==> config.mk <==
export PLATFORM = sky130hd
export DESIGN_NAME = ui_mode_ctrl
export DESIGN_NICKNAME = d
export VERILOG_FILES = /design/src/rtl/ui_mode_ctrl_pkg.sv /design/src/rtl/ui_mode_ctrl_repeat_pulse.sv /design/src/rtl/ui_mode_ctrl.sv
export SDC_FILE = /design/constraint.sdc
export NUM_CORES = 1
export LEC_CHECK = 0
export CAP_MARGIN = 40
export CORE_MARGIN = 5
export CORE_UTILIZATION = 60
export CTS_CLUSTER_DIAMETER = 80
export DETAILED_ROUTE_END_ITERATION = 8
export PLACE_DENSITY = 0.82
export SLEW_MARGIN = 15
export SYNTH_ARGS = -nofsm -noshare
export SYNTH_HDL_FRONTEND = slang
export SYNTH_HIERARCHICAL = 1
export SYNTH_SLANG_ARGS = --single-unit
==> constraint.sdc <==
create_clock -name clk -period 8.55 [get_ports clk]
set_input_delay 0.855 -clock clk [delete_from_list [all_inputs] [get_ports clk]]
set_output_delay 0.855 -clock clk [all_outputs]
set_load 0.1 [all_outputs]
==> src/rtl/ui_mode_ctrl_pkg.sv <==
// Shared definitions for the front-panel command sequencer: mode encodings,
// button bit positions, default timing and counter-width helpers.
`default_nettype none

package ui_mode_ctrl_pkg;

  typedef enum logic [1:0] {
    MODE_NORMAL     = 2'd0,
    MODE_PROG_HORA  = 2'd1,
    MODE_PROG_FECHA = 2'd2,
    MODE_PROG_CRONO = 2'd3
  } mode_e;

  localparam int FIELD_W = 2;

  localparam int DEF_HOLD_MS    = 500;
  localparam int DEF_REPEAT_MS  = 100;
  localparam int DEF_TIMEOUT_MS = 10000;
  localparam int DEF_N_FIELDS   = 3;

  // Bit positions inside the packed button-level vector.
  localparam int B_AU  = 0;
  localparam int B_DIS = 1;
  localparam int B_L   = 2;
  localparam int B_R   = 3;
  localparam int B_F   = 4;
  localparam int B_PRH = 5;
  localparam int B_PRF = 6;
  localparam int B_PRC = 7;
  localparam int B_ICR = 8;
  localparam int N_BTN = 9;

  function automatic int max_int(input int a, input int b);
    return (a > b) ? a : b;
  endfunction

  function automatic int cnt_width(input int limit);
    return $clog2(limit) + 1;
  endfunction

endpackage

`default_nettype wire

==> src/rtl/ui_mode_ctrl_repeat_pulse.sv <==
// Press/hold/auto-repeat pulse generator for one button: one pulse on the
// press edge, one after HOLD_MS ticks held, then one every REPEAT_MS ticks.
`default_nettype none

module ui_mode_ctrl_repeat_pulse
  import ui_mode_ctrl_pkg::*;
#(
  parameter int HOLD_MS   = DEF_HOLD_MS,
  parameter int REPEAT_MS = DEF_REPEAT_MS
) (
  input  logic clk,
  input  logic reset,
  input  logic tick_i,
  input  logic level_i,
  input  logic edge_i,
  input  logic enable_i,
  input  logic clear_i,
  input  logic inhibit_i,
  output logic pulse_o
);

  localparam int CW = cnt_width(max_int(HOLD_MS, REPEAT_MS));

  logic [CW-1:0] cnt_q, cnt_d;
  logic          rep_q, rep_d;
  logic          limit_hit;

  // Once the first hold pulse fires, the same counter is reused for the repeat period.
  assign limit_hit = rep_q ? (cnt_q == CW'(REPEAT_MS - 1))
                           : (cnt_q == CW'(HOLD_MS - 1));

  always_comb begin
    cnt_d   = cnt_q;
    rep_d   = rep_q;
    pulse_o = 1'b0;
    if (clear_i || !enable_i || !level_i || inhibit_i) begin
      cnt_d = '0;
      rep_d = 1'b0;
    end else if (edge_i) begin
      pulse_o = 1'b1;
      cnt_d   = '0;
      rep_d   = 1'b0;
    end else if (tick_i) begin
      if (limit_hit) begin
        pulse_o = 1'b1;
        cnt_d   = '0;
        rep_d   = 1'b1;
      end else begin
        cnt_d = cnt_q + 1'b1;
      end
    end
  end

  always_ff @(posedge clk or negedge reset) begin
    if (!reset) begin
      cnt_q <= '0;
      rep_q <= 1'b0;
    end else begin
      cnt_q <= cnt_d;
      rep_q <= rep_d;
    end
  end

endmodule

`default_nettype wire

==> src/rtl/ui_mode_ctrl.sv <==
// Front-panel command sequencer: programming-mode FSM, field cursor, and
// registered single-cycle inc/dec/format/commit/abort pulses plus chrono run level.
`default_nettype none

module ui_mode_ctrl
  import ui_mode_ctrl_pkg::*;
#(
  parameter int HOLD_MS    = DEF_HOLD_MS,
  parameter int REPEAT_MS  = DEF_REPEAT_MS,
  parameter int TIMEOUT_MS = DEF_TIMEOUT_MS,
  parameter int N_FIELDS   = DEF_N_FIELDS
) (
  input  logic               clk,
  input  logic               reset,
  input  logic               tick_ms,
  input  logic               au,
  input  logic               dis,
  input  logic               l,
  input  logic               r,
  input  logic               f,
  input  logic               prh,
  input  logic               prf,
  input  logic               prc,
  input  logic               icr,
  output logic [1:0]         mode,
  output logic [FIELD_W-1:0] field,
  output logic               inc,
  output logic               dec,
  output logic               fmt_toggle,
  output logic               commit,
  output logic               abort,
  output logic               crono_run
);

  localparam int TOUT_W = cnt_width(max_int(max_int(HOLD_MS, REPEAT_MS), TIMEOUT_MS));
  localparam logic [FIELD_W-1:0] FIELD_LAST = FIELD_W'(N_FIELDS - 1);

  logic [N_BTN-1:0]   lvl, prev_q, edge_v;
  mode_e              mode_q, mode_d;
  logic [FIELD_W-1:0] field_q, field_d;
  logic [TOUT_W-1:0]  tout_q, tout_d;
  logic               crono_q, crono_d;
  logic               inc_q, dec_q;
  logic               fmt_q, fmt_d;
  logic               commit_q, commit_d;
  logic               abort_q, abort_d;

  logic in_prog, own_edge, tout_hit, leave, activity, both_held;
  logic pulse_au, pulse_dis;

  assign lvl    = {icr, prc, prf, prh, f, r, l, dis, au};
  assign edge_v = lvl & ~prev_q;

  assign in_prog  = (mode_q != MODE_NORMAL);
  assign own_edge = ((mode_q == MODE_PROG_HORA)  && edge_v[B_PRH]) ||
                    ((mode_q == MODE_PROG_FECHA) && edge_v[B_PRF]) ||
                    ((mode_q == MODE_PROG_CRONO) && edge_v[B_PRC]);
  assign tout_hit = in_prog && tick_ms && (tout_q >= TOUT_W'(TIMEOUT_MS - 1));
  assign leave    = in_prog && (own_edge || tout_hit);
  assign both_held = au && dis;
  assign activity  = (|edge_v[B_F:B_AU]) || pulse_au || pulse_dis;

  ui_mode_ctrl_repeat_pulse #(
    .HOLD_MS   (HOLD_MS),
    .REPEAT_MS (REPEAT_MS)
  ) u_rep_au (
    .clk       (clk),
    .reset     (reset),
    .tick_i    (tick_ms),
    .level_i   (au),
    .edge_i    (edge_v[B_AU]),
    .enable_i  (in_prog),
    .clear_i   (leave),
    .inhibit_i (both_held),
    .pulse_o   (pulse_au)
  );

  ui_mode_ctrl_repeat_pulse #(
    .HOLD_MS   (HOLD_MS),
    .REPEAT_MS (REPEAT_MS)
  ) u_rep_dis (
    .clk       (clk),
    .reset     (reset),
    .tick_i    (tick_ms),
    .level_i   (dis),
    .edge_i    (edge_v[B_DIS]),
    .enable_i  (in_prog),
    .clear_i   (leave),
    .inhibit_i (both_held),
    .pulse_o   (pulse_dis)
  );

  always_comb begin
    mode_d   = mode_q;
    field_d  = field_q;
    tout_d   = tout_q;
    crono_d  = crono_q;
    commit_d = 1'b0;
    abort_d  = 1'b0;
    // Format toggle follows the mode held at the edge, even on an entry/exit cycle.
    fmt_d    = edge_v[B_F] && ((mode_q == MODE_NORMAL) || (mode_q == MODE_PROG_HORA));

    if (!in_prog) begin
      field_d = '0;
      tout_d  = '0;
      if (edge_v[B_ICR]) crono_d = !crono_q;
      if (edge_v[B_PRH]) begin
        mode_d = MODE_PROG_HORA;
      end else if (edge_v[B_PRF]) begin
        mode_d = MODE_PROG_FECHA;
      end else if (edge_v[B_PRC]) begin
        mode_d  = MODE_PROG_CRONO;
        crono_d = 1'b0;
      end
    end else if (leave) begin
      mode_d   = MODE_NORMAL;
      field_d  = '0;
      tout_d   = '0;
      commit_d = own_edge;
      abort_d  = !own_edge;
    end else begin
      if (activity) begin
        tout_d = '0;
      end else if (tick_ms) begin
        tout_d = tout_q + 1'b1;
      end
      if (edge_v[B_R] && !edge_v[B_L]) begin
        field_d = (field_q == FIELD_LAST) ? '0 : field_q + 1'b1;
      end else if (edge_v[B_L] && !edge_v[B_R]) begin
        field_d = (field_q == '0) ? FIELD_LAST : field_q - 1'b1;
      end
    end
  end

  // Previous levels reset high so a button held through reset release gives no edge.
  always_ff @(posedge clk or negedge reset) begin
    if (!reset) begin
      prev_q   <= '1;
      mode_q   <= MODE_NORMAL;
      field_q  <= '0;
      tout_q   <= '0;
      crono_q  <= 1'b0;
      inc_q    <= 1'b0;
      dec_q    <= 1'b0;
      fmt_q    <= 1'b0;
      commit_q <= 1'b0;
      abort_q  <= 1'b0;
    end else begin
      prev_q   <= lvl;
      mode_q   <= mode_d;
      field_q  <= field_d;
      tout_q   <= tout_d;
      crono_q  <= crono_d;
      inc_q    <= pulse_au;
      dec_q    <= pulse_dis;
      fmt_q    <= fmt_d;
      commit_q <= commit_d;
      abort_q  <= abort_d;
    end
  end

  assign mode       = mode_q;
  assign field      = field_q;
  assign inc        = inc_q;
  assign dec        = dec_q;
  assign fmt_toggle = fmt_q;
  assign commit     = commit_q;
  assign abort      = abort_q;
  assign crono_run  = crono_q;

endmodule

`default_nettype wire
==> results.md <==
Run status:
- The run finished with clean final reports.

Drt:
- The routed wire length is 6.09 mm.
- Once detail routing completed, the nets flagged for antenna violations numbered 0.
- The first TritonRoute pass finished after 4 iterations.
- After detailed routing, the number of remaining DRC violations is 0.
- The number of vias in the routed layout is 2,301.
- After the first detailed-routing iteration, the DRC count stood at 95.
- The via density per instance is between 5 and 6.
- The average routed wire per standard cell is approximately 15 um.

CTS:
- The worst-skew pair later-pin latency is between 0.3 and 0.4 ns.
- Clock-pin slew was measured on the worst setup and hold paths at about 0.1 ns.
- Clock tree synthesis inserted a total of 5 buffers.
- Gates resized during post-CTS repair numbered 0.
- The total of hold buffers inserted after clock tree synthesis is 0.
- The root cell of the clock tree is sky130_fd_sc_hd__clkbuf_8.
- TritonCTS built the clock tree.
- The total clock sinks is 56.
- The post-CTS setup-driven buffer insertion count is 0.
- The H-tree depth reported by CTS is 2.
- The number of buffers between clock root and the deepest sink is 2.

Cells and area:
- The filler cell count is 365.
- The fraction of the core area covered by cells at the end of the flow is 0.709.
- Summing all non-filler instances in the final layout gives an area of 3570 sq um.
- The repair_antennas step left the layout with diodes totalling 0.
- In the final layout, the share of cells above drive strength 1 is 0.217.
- The number of nets in the finished design is about 340.
- Registers take 1410 sq um.
- The area occupied by multi-input gates is 1550 sq um.
- Compared with the post-synthesis result, the final layout area differs by 17.0%.

STA:
- The time the worst path needs with I/O delays and setup is approximately 3.3 ns.
- Setup total negative slack on the finished layout was measured at 0 ns.
- The setup violation total in the final timing report is 0.
- Based on the critical path, the design can be clocked at up to 0.303 GHz.
- Setup repair after global routing left no endpoint under its margin.
- The worst hold margin is 0.526 ns.
- The worst-margin pin slew is between 0.6 and 0.7 ns.
- On the final layout, the worst clock skew is 0.00922 ns.
- The max-slew violation count is 0.
- The ratio of final minimum period to clock period is 0.385.
- The number of failing hold endpoints at the final stage came to 0.
- The tightest slew margin relative to the limit is 0.543.

Synth:
- The gate count of the mapped netlist is 289.
- The portion of synthesized cell area occupied by the leading cell type is 0.385.
- The Yosys step of the flow raised 6 warnings.
- The count of state elements after synthesis is 56.
- The library cell occupying the most area in the post-synthesis netlist is sky130_fd_sc_hd__dfrtp_1.
- The post-synthesis net count is 309.
- The netlist area before placement is 3060 sq um.
- Each instance of the synthesized netlist takes up on average 10.6 sq um.
- The number of distinct library cell variants in the gate-level netlist after synthesis is 57.
- The count of flip-flops with a built-in enable after synthesis is 0.
- By area the synthesized netlist is led by sky130_fd_sc_hd__dfrtp_1 38%, sky130_fd_sc_hd__dfstp_2 7.7%, sky130_fd_sc_hd__ha_1 3.3%.
- The top flip-flop cell by instance count after synthesis is sky130_fd_sc_hd__dfrtp_1.
- For this run, the register share of the synthesized area comes to 0.462.
- The share of synthesized flip-flops with an asynchronous set or reset is 1.00.

Placed design:
- The half-perimeter wire length of the detailed placement result is 4.42 mm.
- The congestion estimate from routability-driven global placement came to 0.820.
- The count of buffers added on input and output ports is 21.
- After detailed placement, the total cell area comes to approximately 3500 sq um.

GRT:
- The number of global-route vias before repair was 2,332.
- The number of antenna violations at the first check in global routing is 0.
- The total grt overflow is 0.
- The wire length of the first global-routing pass is 10.5 mm.
- Entering global routing, the biggest net connects 57 pins.
- The total routing usage reported by global routing is 0.207.

Floorplan:
- The I/O pin total is 22.
- The initial standard-cell utilization of the core is 0.606.
- The die width is 81.4 um.
- The die covers 6620 sq um.
- The placeable core region is just over 5000 sq um.
- Row generation in the floorplan step produced 26 rows.
- The vertical die dimension is 81.4 um.

Flow run:
- Across the run, the number of max-cap violations was 0.

Pwr:
- The highest ir drop seen on vdd is 0.000128 V.
- The total power divided by cell area is 208 nW/um^2.
- In this run the static leakage power is 0.00140 uW.

Setup path:
- The launching instance or port of the critical path is tick_ms.
- The top fanout value on the critical path is 18.
- The number of buffers and inverters on the critical path is 3.
- The arrival time at the worst endpoint is 3.53 ns.
- Walking the worst path, the cells encountered are clkdlybuf4s50_1 -> o21ai_0 -> a221oi_2 -> a21o_2 -> nor4bb_1 -> buf_4 -> o21a_1 -> nor3_1 -> o2111ai_2 -> buf_6 -> nor3_1.
- The cell family contributing the most delay on the critical path is buffers and inverters.
- The setup path with the least slack is of type primary input to flop.
- The slowest stage of the critical path is the sky130_fd_sc_hd__clkdlybuf4s50_1 cell.
- The most common cell type on the critical path is sky130_fd_sc_hd__nor3_1.
- In this run the critical register-to-register path is launched from tout_q[6].
- For this run, the slowest stage of the critical path takes 0.85 ns.
- The worst setup path is captured at a flop.
- STA puts the critical path data required time at 8.78 ns.
- The worst setup path is launched from a primary input.

Worst hold path:
- The startpoint of the tightest hold check path is u_rep_au/rep_q.
- The worst min-delay path category is flop to flop.
cells by family (layout without fill, tap and decap cells):
logic type | count (synthesis) | count (layout) | synth area share
AND/OR/NAND/NOR | 121 | 121 | 0.256
multiplexers | 4 | 4 | 0.0131
AO/OA/AOI/OAI | 61 | 61 | 0.147
adder cells (fa/ha/maj) | 8 | 8 | 0.0328
flip-flops | 56 | 56 | 0.462
buffers and inverters | 19 | 53 | 0.0319
XOR/XNOR | 20 | 20 | 0.0573
worst reg2reg max path: cells and delay by family (launching register included):
family / cells / cell delay (ns)
compound gates: 5 / 0.89
flops: 1 / 0.42
buf+inv: 1 / 0.33
simple gates: 3 / 1.17
power breakdown:
part | internal [uW] | switching, uW | total [uW] | leakage [uW]
Combinational | 105 | 185 | 290 | 0.000617
Clock | 66.0 | 85.0 | 151 | 0.0000445
Sequential | 284 | 19.2 | 303 | 0.000742
Total | 455 | 289 | 744 | 0.00140
area by class of cell:
type                       count  share of cell area
sequential                    56               0.395
tap                           70              0.0245
multi-input combinational    214               0.432
inverter                       9             0.00945
clock inverter                 1             0.00210
timing repair buffer          36               0.112
clock buffer                   7              0.0242
Yosys cell counts, types with 4 or more instances:
| cell type | instances |
|---|---|
| sky130_fd_sc_hd__nand4_1 | 9 |
| sky130_fd_sc_hd__nand3_1 | 14 |
| sky130_fd_sc_hd__a21oi_1 | 18 |
| sky130_fd_sc_hd__xor2_1 | 9 |
| sky130_fd_sc_hd__or3_1 | 4 |
| sky130_fd_sc_hd__o21a_1 | 4 |
| sky130_fd_sc_hd__o21ai_0 | 8 |
| sky130_fd_sc_hd__nor2b_1 | 6 |
| sky130_fd_sc_hd__buf_2 | 6 |
| sky130_fd_sc_hd__nor3_2 | 7 |
| sky130_fd_sc_hd__mux2i_1 | 4 |
| sky130_fd_sc_hd__nor2_1 | 19 |
| sky130_fd_sc_hd__nor3_1 | 9 |
| sky130_fd_sc_hd__xnor2_1 | 11 |
| sky130_fd_sc_hd__ha_1 | 8 |
| sky130_fd_sc_hd__dfstp_2 | 9 |
| sky130_fd_sc_hd__nand2b_1 | 10 |
| sky130_fd_sc_hd__nor4b_1 | 4 |
| sky130_fd_sc_hd__a211oi_2 | 4 |
| sky130_fd_sc_hd__dfrtp_1 | 47 |
| sky130_fd_sc_hd__inv_1 | 9 |
| sky130_fd_sc_hd__a31o_2 | 4 |
| sky130_fd_sc_hd__nand2_1 | 11 |
path summary, 6_finish.rpt:
path                                      to  slack (ns)  depth (start not counted)
setup / recovery                   tout_q[0]        5.25                         11
hold / removal                u_rep_au/rep_q        0.53                          1
setup reg to reg           u_rep_au/cnt_q[8]        5.67                          9
hold reg to reg               u_rep_au/rep_q        0.53                          1
max in group asynchronous  u_rep_au/cnt_q[7]        7.43                          2
min in group asynchronous         tout_q[11]        0.67                          2
flip-flops by register name, summed over array words and instances (netlist names):
name,flops
abort,1
commit,1
crono_run,1
dec,1
field,2
fmt_toggle,1
inc,1
mode,2
prev_q,9
tout_q,15
u_rep_au/cnt_q,10
u_rep_au/rep_q,1
u_rep_dis/cnt_q,10
u_rep_dis/rep_q,1
stage by stage:
stage	std cells	setup WS (ns)	total power [uW]
final	393	5.25	744
after global routing	393	4.95	780
after CTS	392	4.96	749
after detailed placement	384	4.63	599
after global placement	373	4.71	543
after floorplan	289	5.70	487
routing by layer:
layer  global-route usage  routed length [um]  vias up
li1                     -                   -     1122
met1                0.247                2680     1133
met2                0.359                3070       36
met3               0.0532                 240       10
met4               0.0693                 100        0
met5                    0                   0        -
cell usage in the layout, fill, tap and decap left out, drive strengths merged, types with 10 or more instances in the layout:
cell,instances
dfrtp,47
clkdlybuf4s50,20
nand4,10
nor3,16
o21ai,10
nand2b,10
nand3,16
nand2,11
a21oi,20
nor2,19
xnor2,11
buf,15
Note: power is estimated with default switching activity, not from simulation.
